===== src/rtl/serial_addsub.sv =====
// serial_addsub: bit-serial adder/subtractor, one full-adder step per clock, LSB first
// Ports:
//   clk, rst              rising-edge clock, synchronous active-high reset
//   in_valid / in_ready   operand handshake (op_a, op_b, op_sub: 0 = A+B, 1 = A-B)
//   out_valid / out_ready result handshake (sum, cout, ovf held while out_valid)
//   cout                  final carry; on subtract 1 means no borrow
//   ovf                   two's-complement signed overflow
module serial_addsub #(
    parameter int WIDTH = 8
) (
    input  logic             clk,
    input  logic             rst,
    input  logic             in_valid,
    output logic             in_ready,
    input  logic [WIDTH-1:0] op_a,
    input  logic [WIDTH-1:0] op_b,
    input  logic             op_sub,
    output logic             out_valid,
    input  logic             out_ready,
    output logic [WIDTH-1:0] sum,
    output logic             cout,
    output logic             ovf
);
    localparam int CW = $clog2(WIDTH);
    localparam logic [CW-1:0] LAST = CW'(WIDTH - 1);

    typedef enum logic [1:0] {IDLE, RUN, DONE} state_t;

    state_t           state_q;
    logic [WIDTH-1:0] a_q, b_q, res_q, sum_q;
    logic [WIDTH-1:0] res_d;
    logic [CW-1:0]    cnt_q;
    logic             carry_q, cout_q, ovf_q, out_valid_q;
    logic             s, c;

    assign s     = a_q[0] ^ b_q[0] ^ carry_q;
    assign c     = (a_q[0] & b_q[0]) | (a_q[0] & carry_q) | (b_q[0] & carry_q);
    assign res_d = {s, res_q[WIDTH-1:1]};

    assign in_ready  = (state_q == IDLE) && !rst;
    assign out_valid = out_valid_q;
    assign sum       = sum_q;
    assign cout      = cout_q;
    assign ovf       = ovf_q;

    always_ff @(posedge clk) begin
        if (rst) begin
            state_q     <= IDLE;
            a_q         <= '0;
            b_q         <= '0;
            res_q       <= '0;
            sum_q       <= '0;
            cnt_q       <= '0;
            carry_q     <= 1'b0;
            cout_q      <= 1'b0;
            ovf_q       <= 1'b0;
            out_valid_q <= 1'b0;
        end else begin
            case (state_q)
                IDLE: if (in_valid) begin
                    // subtraction is A + ~B + 1: invert B here, the +1 is the initial carry
                    a_q     <= op_a;
                    b_q     <= op_sub ? ~op_b : op_b;
                    carry_q <= op_sub;
                    cnt_q   <= '0;
                    res_q   <= '0;
                    state_q <= RUN;
                end
                RUN: begin
                    a_q     <= a_q >> 1;
                    b_q     <= b_q >> 1;
                    res_q   <= res_d;
                    carry_q <= c;
                    cnt_q   <= cnt_q + 1'b1;
                    if (cnt_q == LAST) begin
                        // MSB step: signed overflow is carry-in xor carry-out of this bit
                        sum_q       <= res_d;
                        cout_q      <= c;
                        ovf_q       <= carry_q ^ c;
                        out_valid_q <= 1'b1;
                        state_q     <= DONE;
                    end
                end
                DONE: if (out_ready) begin
                    out_valid_q <= 1'b0;
                    state_q     <= IDLE;
                end
                default: state_q <= IDLE;
            endcase
        end
    end
endmodule


===== config.mk =====
export PLATFORM = sky130hd
export DESIGN_NAME = serial_addsub
export DESIGN_NICKNAME = d
export VERILOG_FILES = /design/src/rtl/serial_addsub.sv
export SDC_FILE = /design/constraint.sdc
export NUM_CORES = 1
export LEC_CHECK = 0
export CAP_MARGIN = 25
export CORE_MARGIN = 2
export CORE_UTILIZATION = 51
export CTS_CLUSTER_DIAMETER = 30
export DETAILED_ROUTE_END_ITERATION = 7
export PLACE_DENSITY = 0.85
export REMOVE_ABC_BUFFERS = 1
export SYNTH_ARGS = -nofsm -noshare
export SYNTH_HDL_FRONTEND = slang
export SYNTH_SLANG_ARGS = --single-unit

===== constraint.sdc =====
create_clock -name clk -period 1.7 [get_ports clk]
set_input_delay 0.34 -clock clk [delete_from_list [all_inputs] [get_ports clk]]
set_output_delay 0.34 -clock clk [all_outputs]
set_load 0.01 [all_outputs]

==> results.md <==
Status:
- The run finished with clean final reports.

Timing:
- For the finished layout, the period the worst path requires is 1.63 ns.
- The timing-limited maximum frequency is 613 MHz.
- The share of the clock period used by the worst path after layout is 0.959.
- On the final layout, the worst clock skew is 0.00837 ns.
- The number of hold violations in the final report is 0.
- The worst pin sits at a relative slew slack of 0.721.
- For the pin with the worst max-slew slack, the measured transition is 0.419 ns.
- The worst-case setup margin in the final layout is 0.0696 ns.
- Setup repair after global routing left no endpoint under its margin.
- Setup violations remaining at the end of the flow were counted as 0.
- The number of max-slew violations in the final report came to 0.

Setup path:
- The slowest stage cell on the critical path is clkdlybuf4s50_1.
- The critical path is of the input port to output pin type.
- The endpoint required time on the critical path is 1.36 ns.
- The critical path launch point type is an input port.
- The worst reg-to-reg setup slack is 0.16 ns.
- STA puts the critical path data arrival time at 1.29 ns.
- The kind of capture point of the worst setup path is an output pin.
- Along the worst path, the maximum fanout reaches 2.
- The signal on the critical path passes through clkdlybuf4s50_1 -> nor3_2 -> dlygate4sd2_1.
- The largest single stage delay on the critical path is 0.46 ns.

Placed design:
- Summed over all nets, the half-perimeter wirelength after detailed placement is 2.27 mm.
- The placed instances occupy a cell area of 0.00212 mm^2.
- The count of buffers added on input and output ports is 32.
- The routability congestion estimate is 0.729.
- Before CTS, the worst setup slack after placement is -0.299 ns.
- Once placement completed, the tool counted placed cells totaling 268.

Layout:
- The fraction of layout cells with a size suffix above 1 is 0.104.
- The post-synthesis to final-layout area growth is 23.3%.
- The number of non-filler instances in the completed layout is 276.
- 0 antenna diodes ended up in the layout.
- The net total in the final layout is 253.
- The total non-filler cell area in the finished layout is 0.00221 mm^2.

Synthesis:
- The register bit total from synthesis is 40.
- The number of enable-type register cells in the synthesized netlist is 0.
- Counting flops with an async set or reset pin after synthesis yields a share of 0.
- The cell count after synthesis came out at 199.
- The synthesized netlist occupies a cell area of 0.00179 mm^2.
- For this run, the register share of the synthesized area comes to 0.448.
- In this run the mean area of a mapped cell was 8.99 um^2.
- The Yosys step of the flow raised 0 warnings.
- The count of different cell masters after synthesis is 33.
- The commonest register cell after synthesis is dfxtp_1.

Power:
- The internal power is 1.42 mW.
- The analysis attributes to cell leakage a power of 0.798 nW.
- Of the total power, the share spent switching nets is 0.242.
- The share of total power dissipated in sequential elements is 0.536.
- The power density of the placed cells is 848 mW/mm^2.
- The part of the power in combinational logic is 0.133.
- The maximum ir drop on the vdd rail is 0.440 mV.
- The net switching power figure is 452 uW.
- The share of total power dissipated in the clock network is 0.331.

Route:
- The vias per cell is 5.29.
- For this run, design rule violations remaining after detail routing come to 0.
- The final wirelength is 3.27 mm.
- The detailed router finished its first iteration with 90 violations.
- Dividing the detail-routed wire length by the instance count gives 11.8 um.
- The detailed-router iteration count before antenna repair is 4.
- The detail route stage leaves a number of antenna-violating nets equal to 0.
- The via count of the routed design is 1459.

CTS:
- After clock tree synthesis, the clock-pin slew on the worst setup and hold paths is 0.12 ns.
- The number of sinks on the clock net is 40.
- The number of hold buffers added after CTS was 0.
- Once the clock tree was built, the setup fixing pass inserted 0 buffers.
- TritonCTS created 5 clock buffers.
- The maximum level of the CTS H-tree is 2.
- The post-cts resize count is 2.
- The maximum buffer depth of the clock tree is 2.
- TritonCTS built the clock tree.
- The clock latency on the worst-skew pair is 0.35 ns.
- The clock tree root driver cell is clkbuf_4.

Floorplan:
- After floorplanning, the core was divided into 21 placement rows.
- From bottom edge to top edge, the die measures 63.2 um.
- The die covers 0.00400 mm^2.
- After floorplanning, the core was sized to cover 0.00336 mm^2.
- The number of placed I/O pins is 33.
- The overall die width is 63.2 um.
- The initial core utilization is 0.532.

Global routing:
- Entering global routing, the biggest net connects 43 pins.
- The initial antenna violation count came to 0.
- The first global-routing pass estimated 5.70 mm of wire.
- Across every metal layer, demand over resource in global routing totals 0.180.
- After global routing the overflow that remains totals 0.
- The via count of the first global-routing pass is 1330.

Flow run:
- The number of violations of the max-capacitance limit is 0.

Worst hold path:
- The path category of the worst min-delay check is flip-flop to flip-flop.
layer usage:
layer,vias to the layer above,part of all wire,GRT usage,wire length (um)
li1,751,-,-,-
met5,-,0,0,0
met4,0,0.017,0.0734,56
met1,670,0.45,0.209,1490
met3,7,0.041,0.0536,135
met2,31,0.49,0.310,1590
metrics by stage:
stage | setup TNS, ns | power, mW | hold slack (ns) | util
6_report | 0 | 1.87 | 0.461 | 0.656
5_1_grt | 0 | 1.97 | 0.478 | 0.656
4_1_cts | 0 | 1.89 | 0.463 | 0.656
3_5_place_dp | -0.956 | 1.27 | 0.446 | 0.631
2_1_floorplan | 0 | 1.15 | 0.409 | -
3_3_place_gp | -0.934 | 1.27 | 0.442 | 0.631
path summary, 6_finish.rpt:
| path | from | to | cells past startpoint |
|---|---|---|---|
| worst max-delay path | rst | in_ready | 3 |
| worst min-delay path | sum[5] | sum[5] | 2 |
| worst max register to register | state_q[1] | res_q[7] | 5 |
| worst min register to register | sum[5] | sum[5] | 2 |
power by group through the flow:
| stage | clock network (mW) | registers (mW) | logic (mW) |
|---|---|---|---|
| 6_report | 0.619 | 1.00 | 0.249 |
| 2_1_floorplan | 0 | 1.02 | 0.126 |
| 4_1_cts | 0.634 | 1.00 | 0.250 |
| 3_3_place_gp | 0 | 1.02 | 0.244 |
| 5_1_grt | 0.688 | 1.01 | 0.275 |
| 3_5_place_dp | 0 | 1.02 | 0.250 |
worst max-delay path: cells and delay by family:
kind          cells  cell delay (ns)
simple gates      1             0.18
buf+inv           2             0.76
cells by family after synthesis:
| kind of cell | share of synthesized area |
|---|---|
| AND/OR/NAND/NOR | 0.210 |
| AO/OA/AOI/OAI | 0.201 |
| flip-flops | 0.448 |
| buffers and inverters | 0.0720 |
| XOR/XNOR | 0.0441 |
| adder cells (fa/ha/maj) | 0.0252 |
cell type report:
cell class	instances	area [um^2]
clock buffer	5	37.5
clock inverter	3	42.5
fill	305	1160
inverter	3	11.3
multi-input combinational	139	865
sequential	40	801
tap	46	57.6
timing repair buffer	40	392
registers in the layout, summed over array words and instances (netlist names):
register,count
a_q,8
carry_q,1
res_q,7
cout,1
out_valid,1
b_q,8
ovf,1
state_q,2
sum,8
cnt_q,3
cell usage in the layout, fill, tap and decap left out, drive strengths merged, types with 2 or more instances in the layout:
cell	instances
inv	3
nand3b	2
buf	8
xnor2	8
a211oi	3
clkdlybuf4s50	31
nor2	21
ha	2
clkbuf	5
or3b	8
a22oi	17
nand2	23
a21oi	20
o22ai	7
dfxtp	40
o21ai	2
or2b	6
nor3	8
nor2b	2
Yosys cell counts (all sizes together) (3+ instances only):
master	instances	share of area
nand2	23	0.048
buf	11	0.048
inv	3	0.0063
nor2	21	0.044
a211oi	3	0.013
dfxtp	40	0.45
o22ai	7	0.024
a22oi	17	0.071
xnor2	8	0.039
a21oi	20	0.056
nor3	8	0.022
or3b	8	0.039
clkbuf	6	0.018
or2b	6	0.025
Note: power is estimated with default switching activity, not from simulation.
